$ cat src/rtl/btn_conditioner.sv
// Button front-end: per-channel synchronizer, counter debouncer and press/release/long-press FSM.
// Every channel is an independent copy; all outputs are registered.
`timescale 1ns/1ps
module btn_conditioner #(
  parameter int unsigned N_BTN           = 2,
  parameter int unsigned SYNC_STAGES     = 2,
  parameter int unsigned DEBOUNCE_CYCLES = 120000,
  parameter int unsigned LONG_CYCLES     = 12000000
) (
  input  logic             clk,
  input  logic             rst_n,
  input  logic [N_BTN-1:0] btn_raw_i,
  output logic [N_BTN-1:0] btn_level_o,
  output logic [N_BTN-1:0] btn_press_o,
  output logic [N_BTN-1:0] btn_release_o,
  output logic [N_BTN-1:0] btn_long_o
);

  localparam int unsigned DB_W   = $clog2(DEBOUNCE_CYCLES + 1);
  localparam int unsigned HOLD_W = $clog2(LONG_CYCLES + 1);

  localparam logic [DB_W-1:0]   DB_LAST   = DB_W'(DEBOUNCE_CYCLES - 1);
  localparam logic [HOLD_W-1:0] HOLD_LAST = HOLD_W'(LONG_CYCLES - 1);

  typedef enum logic [1:0] {
    ST_RELEASED,
    ST_PRESSED,
    ST_HELD
  } state_e;

  for (genvar g = 0; g < N_BTN; g++) begin : g_chan
    logic [SYNC_STAGES-1:0] sync_q;
    logic                   sync;
    logic [DB_W-1:0]        db_cnt_q, db_cnt_d;
    logic                   level_q, level_d;
    logic                   accept;
    state_e                 state_q, state_d;
    logic [HOLD_W-1:0]      hold_cnt_q, hold_cnt_d;
    logic                   press_q, press_d;
    logic                   release_q, release_d;
    logic                   long_q, long_d;

    // NOTE: sequential state uses non-blocking assignments so every flop samples pre-edge values.
    always_ff @(posedge clk or negedge rst_n) begin
      if (!rst_n) begin
        sync_q <= '0;
      end else begin
        sync_q <= {sync_q[SYNC_STAGES-2:0], btn_raw_i[g]};
      end
    end

    assign sync = sync_q[SYNC_STAGES-1];

    // A change is accepted on the DEBOUNCE_CYCLES-th consecutive differing sample.
    always_comb begin
      // NOTE: every always_comb output gets a default first so no path can infer a latch.
      db_cnt_d = db_cnt_q;
      level_d  = level_q;
      accept   = 1'b0;
      if (sync == level_q) begin
        db_cnt_d = '0;
      end else if (db_cnt_q == DB_LAST) begin
        db_cnt_d = '0;
        level_d  = sync;
        accept   = 1'b1;
      end else begin
        db_cnt_d = db_cnt_q + DB_W'(1);
      end
    end

    always_comb begin
      state_d    = state_q;
      hold_cnt_d = hold_cnt_q;
      press_d    = 1'b0;
      release_d  = 1'b0;
      long_d     = 1'b0;
      unique case (state_q)
        ST_RELEASED: begin
          if (accept && level_d) begin
            state_d    = ST_PRESSED;
            press_d    = 1'b1;
            hold_cnt_d = '0;
          end
        end
        ST_PRESSED: begin
          // A fall accepted on the same cycle the hold matures takes priority over LONG.
          if (accept && !level_d) begin
            state_d   = ST_RELEASED;
            release_d = 1'b1;
          end else begin
            hold_cnt_d = hold_cnt_q + HOLD_W'(1);
            if (hold_cnt_q == HOLD_LAST) begin
              state_d = ST_HELD;
              long_d  = 1'b1;
            end
          end
        end
        ST_HELD: begin
          if (accept && !level_d) begin
            state_d   = ST_RELEASED;
            release_d = 1'b1;
          end
        end
        default: begin
          state_d = ST_RELEASED;
        end
      endcase
    end

    always_ff @(posedge clk or negedge rst_n) begin
      if (!rst_n) begin
        db_cnt_q   <= '0;
        level_q    <= 1'b0;
        state_q    <= ST_RELEASED;
        hold_cnt_q <= '0;
        press_q    <= 1'b0;
        release_q  <= 1'b0;
        long_q     <= 1'b0;
      end else begin
        db_cnt_q   <= db_cnt_d;
        level_q    <= level_d;
        state_q    <= state_d;
        hold_cnt_q <= hold_cnt_d;
        press_q    <= press_d;
        release_q  <= release_d;
        long_q     <= long_d;
      end
    end

    assign btn_level_o[g]   = level_q;
    assign btn_press_o[g]   = press_q;
    assign btn_release_o[g] = release_q;
    assign btn_long_o[g]    = long_q;
  end

endmodule

$ cat config.mk
export PLATFORM = sky130hd
export DESIGN_NAME = btn_conditioner
export DESIGN_NICKNAME = d
export VERILOG_FILES = /design/src/rtl/btn_conditioner.sv
export SDC_FILE = /design/constraint.sdc
export NUM_CORES = 1
export LEC_CHECK = 0
export CORE_MARGIN = 2
export CORE_UTILIZATION = 50
export DETAILED_ROUTE_END_ITERATION = 8
export PLACE_DENSITY = 0.74
export SLEW_MARGIN = 15
export SYNTH_ARGS = -nofsm -noshare
export SYNTH_HDL_FRONTEND = slang
export SYNTH_SLANG_ARGS = --single-unit
$ cat constraint.sdc
create_clock -name clk -period 2.7 [get_ports clk]
set_input_delay 0.405 -clock clk [delete_from_list [all_inputs] [get_ports clk]]
set_output_delay 0.405 -clock clk [all_outputs]
set_load 0.02 [all_outputs]
Yosys cells after proc, flatten, opt, wreduce, memory -nomap -nowiden
Index checks and enable logic that the tools add are counted.
{ "totals": {"register_bits": 98, "latch_bits": 0, "ramBits": 0, "rom_bits": 0, "inputBits": 4, "out_inout_bits": 8, "mem_count": 0} }
{ "op_classes": {"n_addsub": 4, "mul": 0, "div": 0, "order_cmp": 0, "eq_ne": 18, "shifts": 0, "mux": 42, "bitwise": 0, "reduce_logical": 16} }
{ "op_table": {"columns": ["cell", "n"], "rows": [
  ["24-bit 2-to-1 mux", 4],
  ["24-bit case mux with 2 select lines", 2],
  ["17-bit 2-to-1 mux", 4],
  ["24-bit by 1-bit adder with 24-bit output, second input constant", 2],
  ["24-bit equality test, second input constant", 2],
  ["17-bit by 1-bit adder with 17-bit output, second input constant", 2],
  ["17-bit equality test, second input constant", 2],
  ["1-bit 2-to-1 mux", 22],
  ["2-bit 2-to-1 mux", 8],
  ["2-bit inequality test, second input constant", 6],
  ["2-bit case mux with 3 select lines", 2],
  ["3-bit AND reduction", 4],
  ["3-bit inequality test, second input constant", 2],
  ["2-bit by 1-bit equality test with 1-bit output, second input constant", 2],
  ["2-bit equality test, second input constant", 2],
  ["1-bit logical AND", 4],
  ["2-bit logical NOT", 2],
  ["2-bit nonzero test", 2],
  ["2-bit OR reduction", 2],
  ["1-bit equality test", 2],
  ["1-bit logical NOT", 2]
]} }

Longest topological paths before layout
Gate-level depths: netlist of run 1.
{ "logic_depth": {"word_depth": 7, "mapped_depth": 10} }

Least setup slack after synthesis of run 1
Ideal clock, no wire load.
{ "synth_path": {"path_kind": "register to register", "startpoint": "reg g_chan[1].db_cnt_q[0]", "endpoint": "reg g_chan[1].hold_cnt_q[21]", "setup_ns": 0.078, "arrival_ns": 2.131, "required_time_ns": 2.622, "setup_slack_ns": 0.491, "stages_incl_launch_ff": 9, "n_path_buf": 1, "cell_sequence": "dfrtp_1 > ha_1 > nand3_1 > nor4_4 > nand4_4 > and3_1 > buf_6 > or4_1 > a21oi_1"} }
{ "synth_via": {"elab_chain_len": 7, "word_cells_on_any_way": 11, "classes_between": "3 x eq/ne; 4 x mux; 4 x reduce/logical"} }
{ "synth_rtl": {"columns": ["item", "line", "rtl"], "rows": [
  ["from (decl)", "34", "logic [DB_W-1:0] db_cnt_q, db_cnt_d;"],
  ["from (signal assigned)", "120", "db_cnt_q <= db_cnt_d;"],
  ["17-bit equality test *", "62", "end else if (db_cnt_q == DB_LAST) begin"],
  ["1-bit 2-to-1 mux", "62", null],
  ["1-bit 2-to-1 mux", "60", "if (sync == level_q) begin"],
  ["1-bit logical NOT", "87", "if (accept && !level_d) begin"],
  ["1-bit logical AND", "87", null],
  ["2-bit inequality test (no line)", null, null],
  ["3-bit AND reduction (no line) *", null, null],
  ["to (signal assigned)", "123", "hold_cnt_q <= hold_cnt_d;"],
  ["to (decl)", "38", "logic [HOLD_W-1:0] hold_cnt_q, hold_cnt_d;"]
]} }
Every way passes the cells marked *; elsewhere a longest branch is shown, timed or not.
A chain may end at the register's enable or synchronous reset.

Worst setup path in the final report of run 1
Same ends and word-level chain as after synthesis.

==> impl_metrics.csv, run 1 <==
group,metric,value,unit
run_status,outcome,"complete, no violations",
pwr,power_switching_share,23.1,%
synth,synth_largest_type_area_fraction,46.5,%
worst_setup_path,cpMaxStageDelayCell,"or4_1",
clock_tree,insertion_delay,0.36,ns
place,port_buffers,11,
timing,setup_viol,0,
place,hpwl_dp,7560,µm
synth,ys_ff_latch,98,
final_layout,final_nets,585,
synth,synth_edf_count,0,
final_layout,fin_area,5720,µm²
synth,async_flop_share,100,%
floorplanning,die_x,107,µm
worst_setup_path,timing.critical_path.required,2.98,ns
timing,timing.final.max_slew_violations,0,
final_layout,areaGrowthSynthToFinish,8.32,%
worst_setup_path,cp-start-kind,"flip-flop",
detailed_routing,routed_wl,11000,µm
pwr,netSwitchingPower,563,µW
run,cap_viol_max_count,0,
detailed_routing,total_via_count_after_detailed_routing,4200,
global_route,grt_usage,20.6,%
min_path,hold_path.class,"input port to async pin",
pwr,vdd_drop_max,282,µV
synth,syn_area,5280,µm²
final_layout,post_route_cells_drive_above_1_share,7.64,%
synth,post_synth_main_area_contributors,"dfrtp_1 46%, nor2_1 4.9%, xor2_1 4.5%",
global_route,pin_count_of_the_biggest_net_entering_global_routing,52,
timing,final.period_utilization,92.1,%
floorplanning,rows,37,
detailed_routing,first_pass_iters,4,
global_route,grt_pass1_wl,19100,µm
clock_tree,cts_tree,"done",
worst_setup_path,worst-endpoint-arrival,2.77,ns
place,dp_slack,0.249,ns
synth,number_of_instances_in_the_synthesized_netlist,562,
floorplanning,die_area,11400,µm²
timing,setup-tns-final,0,ns
final_layout,antenna_cells,0,
pwr,share_seq_of_total_power,60.8,%
clock_tree,post_cts_buffers,0,
detailed_routing,antenna_left,0,
worst_setup_path,critical_path_class,"flip-flop to flip-flop",
timing,final.setup.worst_slack,0.212,ns
global_route,initial_antenna_violation_count,0,
global_route,grt_overflow_total,0,
worst_setup_path,end_kind,"flip-flop",
synth,seq_area_frac_synth,46.5,%
timing,hold_violations,0,
clock_tree,worst_setup_hold_path_clk_slew,0.10,ns
timing,fin_skew,0.00974,ns
pwr,power_frac_comb,2.6,%
timing,grt_setup_unrepaired,"no",
pwr,cellPowerDensity,427,nW/µm²
clock_tree,cts_num_sinks,98,
detailed_routing,drc_viols,0,
detailed_routing,drt_iter0_markers,172,
timing,fin_worst_hold_slack,0.0479,ns
detailed_routing,routedWlPerCell,15.4,µm
place,place_area,5540,µm²
synth,yosys_warnings,0,
clock_tree,post_cts_resize_count,0,
synth,synth_nets,576,
synth,syn-mean-instance-area,9.39,µm²
detailed_routing,routed_via_density,5.90,
worst_setup_path,cp_cell_sequence,"ha_1, nand3_1, nor4_4, nand4_4, and3_1, or4_1, a21oi_1",
clock_tree,cts-root-to-sink-buffers,2,
floorplanning,number_of_placed_i_o_pins,12,
worst_setup_path,timing.critical_path.fanout_max,16,
pwr,power_report.internal_total,1.88,mW
place,place.detailed.instances,696,
timing,maxClockFrequency,402,MHz
clock_tree,cts_root_cell,"clkbuf_8",
floorplanning,die_height,107,µm
timing,worst_slew_pin_slew,0.611,ns
place,finalWeightedCongestion,0.912,
clock_tree,number_of_buffers_inserted_during_clock_tree_synthesis,9,
pwr,power.total,2.44,mW
synth,synth_top_area_cell,"dfrtp_1",
final_layout,final_cell_count_no_fill,712,
timing,period_minus_slack,2.49,ns
synth,yosys.cell_types.count,57,
final_layout,fillers,901,
timing,tightest_slew_margin_relative_to_the_limit,58.9,%
clock_tree,h-tree-depth,3,
pwr,clock_power_share,36.6,%
pwr,total_leakage_power,2.40,nW
floorplanning,placeableCoreArea,10300,µm²
global_route,first_global_vias,4079,
final_layout,final_core_utilization,55.6,%
worst_setup_path,critPathMaxStageDelay,0.56,ns
clock_tree,cts-hold-fix-buffers,0,
floorplanning,initial_core_util,51.4,%
synth,synth-main-ff-cell,"dfrtp_1",
## area by class of cell
type / instances / area (µm²) / area share [%]
clock buffers: 12 / 155 / 2.71
inverters: 19 / 71.3 / 1.25
multi-input cells: 415 / 2590 / 45.4
flip-flops and latches: 98 / 2450 / 42.9
clock inverters: 4 / 26.3 / 0.460
repair buffers: 28 / 248 / 4.33
well taps: 136 / 170 / 2.98
## path summary, 6_finish.rpt
path	startpoint	slack, ns	cells past startpoint	to
setup / recovery	g_chan[1].db_cnt_q[0]	0.21	7	g_chan[1].hold_cnt_q[21]
hold / removal	rst_n	0.05	1	g_chan[0].hold_cnt_q[7]
setup reg to reg	g_chan[1].db_cnt_q[0]	0.21	7	g_chan[1].hold_cnt_q[21]
hold reg to reg	g_chan[1].sync_q[0]	0.36	0	g_chan[1].sync_q[1]
max in group asynchronous	rst_n	1.95	2	g_chan[1].db_cnt_q[10]
min in group clk	g_chan[1].sync_q[0]	0.36	0	g_chan[1].sync_q[1]
## per-layer routing
layer / global-route usage (%) / vias up / routed length (µm)
met5: 0 / - / 0
met3: 3.28 / 17 / 319
met1: 27.9 / 2083 / 5150
li1: - / 2036 / -
met2: 33.3 / 64 / 5330
met4: 7.98 / 0 / 192
## placed cells by master, fill, tap and decap left out, drive strengths merged, types with 4 or more instances in the layout
cell | netlist | layout
a21oi | 19 | 19
a22o | 4 | 4
a311oi | 4 | 4
a31oi | 8 | 8
and2 | 6 | 6
and3 | 13 | 13
and4 | 6 | 6
buf | 15 | 18
clkbuf | 15 | 12
clkdlybuf4s50 | 0 | 10
dfrtp | 98 | 98
ha | 10 | 10
inv | 19 | 19
nand2 | 46 | 46
nand3 | 35 | 35
nand4 | 19 | 19
nand4b | 4 | 4
nor2 | 69 | 69
nor2b | 7 | 7
nor3 | 7 | 7
nor4 | 7 | 7
o2111ai | 8 | 8
o211ai | 7 | 7
o21ai | 29 | 29
o31ai | 13 | 13
or3 | 10 | 10
or4 | 7 | 7
xnor2 | 16 | 16
xor2 | 27 | 27
## power by group through the flow
| stage | Combinational, mW | Clock (mW) | Sequential, mW |
|---|---|---|---|
| after floorplan | 0.0207 | 0 | 1.51 |
| after global routing | 0.0736 | 0.979 | 1.49 |
| after global placement | 0.0632 | 0 | 1.51 |
| after CTS | 0.0665 | 0.921 | 1.49 |
| final | 0.0627 | 0.894 | 1.49 |
| after detailed placement | 0.0662 | 0 | 1.51 |
## critical path, delay by kind of cell (launching register included)
| family | cells | cell delay (ns) |
|---|---|---|
| AND/OR/NAND/NOR | 5 | 1.66 |
| flip-flops | 1 | 0.38 |
| adder cells (fa/ha/maj) | 1 | 0.20 |
| AO/OA/AOI/OAI | 1 | 0.16 |
## cell usage after synthesis (4+ instances only)
cell and n:
o21ai_0 26, a31oi_1 8, nor4_1 5, buf_2 5
a311oi_1 4, and2_1 6, a21oi_1 19, buf_4 9
nand2_1 46, nand4_1 17, o2111ai_1 8, dfrtp_1 98
xnor2_1 16, nand3_1 35, ha_1 10, nand4b_1 4
a22o_1 4, and4_1 6, clkbuf_1 15, o211ai_1 7
or4_1 7, xor2_1 27, nor2_1 69, nor3_1 7
and3_1 13, or3_1 10, o31ai_1 13, inv_1 19
nor2b_1 7
## cell families after synthesis
kind of cell    share of synthesized area, %
simple gates                            25.9
buf+inv                                 4.39
mux                                    0.213
flops                                   46.5
xor+xnor                                7.14
fa+ha+maj                               2.37
compound gates                          13.5
## state kept, by name, indices dropped and copies added (netlist names)
register           count
g_chan.long_q          2
g_chan.state_q         4
g_chan.press_q         2
g_chan.release_q       2
g_chan.level_q         2
g_chan.db_cnt_q       34
g_chan.hold_cnt_q     48
g_chan.sync_q          4
(Power assumes the default switching activity.)
==> inputs of run 2 (changes only) <==
--- a/config.mk
+++ b/config.mk
@@ -6,9 +6,9 @@
 export NUM_CORES = 1
 export LEC_CHECK = 0
 export CORE_MARGIN = 2
-export CORE_UTILIZATION = 50
+export CORE_UTILIZATION = 60
 export DETAILED_ROUTE_END_ITERATION = 8
-export PLACE_DENSITY = 0.74
+export PLACE_DENSITY = 0.85
 export SLEW_MARGIN = 15
 export SYNTH_ARGS = -nofsm -noshare
 export SYNTH_HDL_FRONTEND = slang
==> run 2 against run 1 <==
  * Die area down 16%
  * Cell count down 4.4%
  * Global-route usage up 3.1 points
  * Flip-flop and latch count unchanged
  * Highest routed layer unchanged
  * Combinational power down 4.9%
  * Final area down 0.98%
  * Wire length down 2.4%
  * Via count up 2.0%
  * Fmax up 1.4%
  * Register-to-register slack better by 0.03 ns
  * Core utilization up 9.9 points
==> impl_metrics.csv, run 2 (synthesized netlist as in run 1, its figures left out) <==
group,metric,value,unit
timing,setup_viol,0,
place,finalWeightedCongestion,0.874,
detailed_routing,antenna_left,0,
place,hpwl_dp,7570,µm
final_layout,biggestRegsByFlops,"g_chan.hold_cnt_q (48), g_chan.db_cnt_q (34)",
final_layout,antenna_cells,0,
global_route,grt_usage,23.7,%
timing,final.period_utilization,90.9,%
worst_setup_path,cp_cell_sequence,"ha_1, nand3_1, nor4_4, nand4_4, and3_2, or4_1, a21oi_1",
final_layout,fin_area,5660,µm²
clock_tree,cts_root_cell,"clkbuf_8",
detailed_routing,drc_viols,0,
final_layout,largest_reg_flops,48,
min_path,hold_path.class,"input port to async pin",
clock_tree,h-tree-depth,3,
worst_setup_path,cp.buffers_inverters,0,
worst_setup_path,critPathMaxStageDelay,0.52,ns
worst_setup_path,end_kind,"flip-flop",
detailed_routing,routed_via_density,6.29,
pwr,total_leakage_power,2.39,nW
worst_setup_path,worst-endpoint-arrival,2.74,ns
global_route,pin_count_of_the_biggest_net_entering_global_routing,53,
detailed_routing,drt_iter0_markers,251,
global_route,grt_overflow_total,0,
timing,hold_violations,0,
final_layout,regMostFlops,"g_chan.hold_cnt_q",
final_layout,areaGrowthSynthToFinish,7.25,%
timing,timing.final.max_slew_violations,0,
final_layout,final_nets,582,
worst_setup_path,path_depth,7,
floorplanning,rows,34,
global_route,grt_pass1_wl,19000,µm
worst_setup_path,cp-start-kind,"flip-flop",
pwr,cellPowerDensity,433,nW/µm²
worst_setup_path,timing.critical_path.max_delay_family,"simple AND/OR/NAND/NOR gates",
worst_setup_path,timing.critical_path.fanout_max,18,
final_layout,post_route_cells_drive_above_1_share,7.50,%
clock_tree,worst_setup_hold_path_clk_slew,0.09,ns
clock_tree,post_cts_buffers,0,
detailed_routing,first_pass_iters,5,
floorplanning,die_area,9560,µm²
floorplanning,number_of_placed_i_o_pins,12,
timing,period_minus_slack,2.45,ns
floorplanning,die_x,97.8,µm
detailed_routing,routedWlPerCell,15.8,µm
worst_setup_path,timing.critical_path.required,2.99,ns
place,port_buffers,11,
place,place_area,5470,µm²
floorplanning,placeableCoreArea,8640,µm²
floorplanning,die_height,97.8,µm
global_route,initial_antenna_violation_count,0,
timing,setup-tns-final,0,ns
clock_tree,cts_num_sinks,98,
detailed_routing,total_via_count_after_detailed_routing,4286,
final_layout,fillers,660,
floorplanning,initial_core_util,61.1,%
run,cap_viol_max_count,0,
global_route,first_global_vias,4268,
timing,grt_setup_unrepaired,"no",
clock_tree,number_of_buffers_inserted_during_clock_tree_synthesis,9,
run_status,outcome,"complete, no violations",
final_layout,layout.cells.most_common_list,"98 x dfrtp_1, 68 x nor2_1, 46 x nand2_1, 35 x nand3_1, 27 x xor2_1",
clock_tree,insertion_delay,0.36,ns
detailed_routing,routed_wl,10700,µm
worst_setup_path,critical_path_class,"flip-flop to flip-flop",
pwr,vdd_drop_max,271,µV
worst_setup_path,cpMaxStageDelayCell,"or4_1",
timing,fin_skew,0.0102,ns
timing,worst_slew_pin_slew,0.653,ns
worst_setup_path,worst-r2r-cell-count,7,
clock_tree,cts-root-to-sink-buffers,2,
timing,tightest_slew_margin_relative_to_the_limit,56.5,%
clock_tree,cts_tree,"done",
final_layout,layout_commonest_cell,"dfrtp_1",
timing,maxClockFrequency,408,MHz
[run 2: cell types whose count changed in the layout (fill, tap and decap cells not counted)]
| cell | before | now |
|---|---|---|
| and3_2 | 0 | 1 |
| clkinv_4 | 1 | 2 |
| buf_4 | 17 | 15 |
| nor2_2 | 0 | 1 |
| nor2_1 | 69 | 68 |
| and3_1 | 13 | 12 |
| clkinvlp_4 | 1 | 0 |
| buf_12 | 1 | 0 |
| clkbuf_8 | 11 | 12 |
| clkinv_2 | 2 | 1 |
[run 2: final timing paths]
path	slack, ns	end	from
max in group asynchronous	1.80	g_chan[1].level_q	rst_n
max	0.25	g_chan[1].hold_cnt_q[23]	g_chan[1].db_cnt_q[0]
min	0.05	g_chan[0].hold_cnt_q[7]	rst_n
min reg2reg	0.36	g_chan[0].sync_q[1]	g_chan[0].sync_q[0]
max reg2reg	0.25	g_chan[1].hold_cnt_q[23]	g_chan[1].db_cnt_q[0]
min in group clk	0.36	g_chan[0].sync_q[1]	g_chan[0].sync_q[0]
[run 2: report_power, final]
part	switching [mW]	leakage (nW)	internal [mW]
Clock	0.495	0.0996	0.414
Sequential	0.00848	1.36	1.48
Combinational	0.0442	0.938	0.0154
[run 2: what timing repair did]
action,in CTS,in global routing
hold buffers,0,0
endpoints found under the setup margin,0,6
gates resized for setup,0,2
[run 2: stage by stage]
step	power [mW]	setup slack (ns)	cells	hold WS (ns)	utilization, %
global placement	1.57	0.315	665	0.334	63.3
CTS	2.48	0.174	681	0.0837	65.5
detailed placement	1.58	0.194	665	0.336	63.3
global route	2.55	0.0570	681	0.109	65.5
floorplan	1.53	0.491	562	0.109	-
finish	2.45	0.247	681	0.0525	65.5
[run 2: area by class of cell]
type,instances,area (µm²),area share [%]
Multi-Input combinational cell,415,2600,45.9
Sequential cell,98,2450,43.3
Timing Repair Buffer,25,213,3.76
Clock buffer,13,169,2.98
Tap cell,108,135,2.39
Inverter,19,71.3,1.26
Clock inverter,3,22.5,0.398
[run 2: layer usage]
metal	track usage, %	up-vias	part of all wire [%]
li1	-	2029	-
met1	31.5	2122	45
met2	40.1	121	49
met3	4.08	14	4.4
met4	7.48	0	1.2
met5	0	-	0
[run 2: worst register-to-register path: stages (launching register included)]
cell,delay (ns)
dfrtp_1,0.38
ha_1,0.21
nand3_1,0.19
nor4_4,0.36
nand4_4,0.21
and3_2,0.35
or4_1,0.52
a21oi_1,0.16
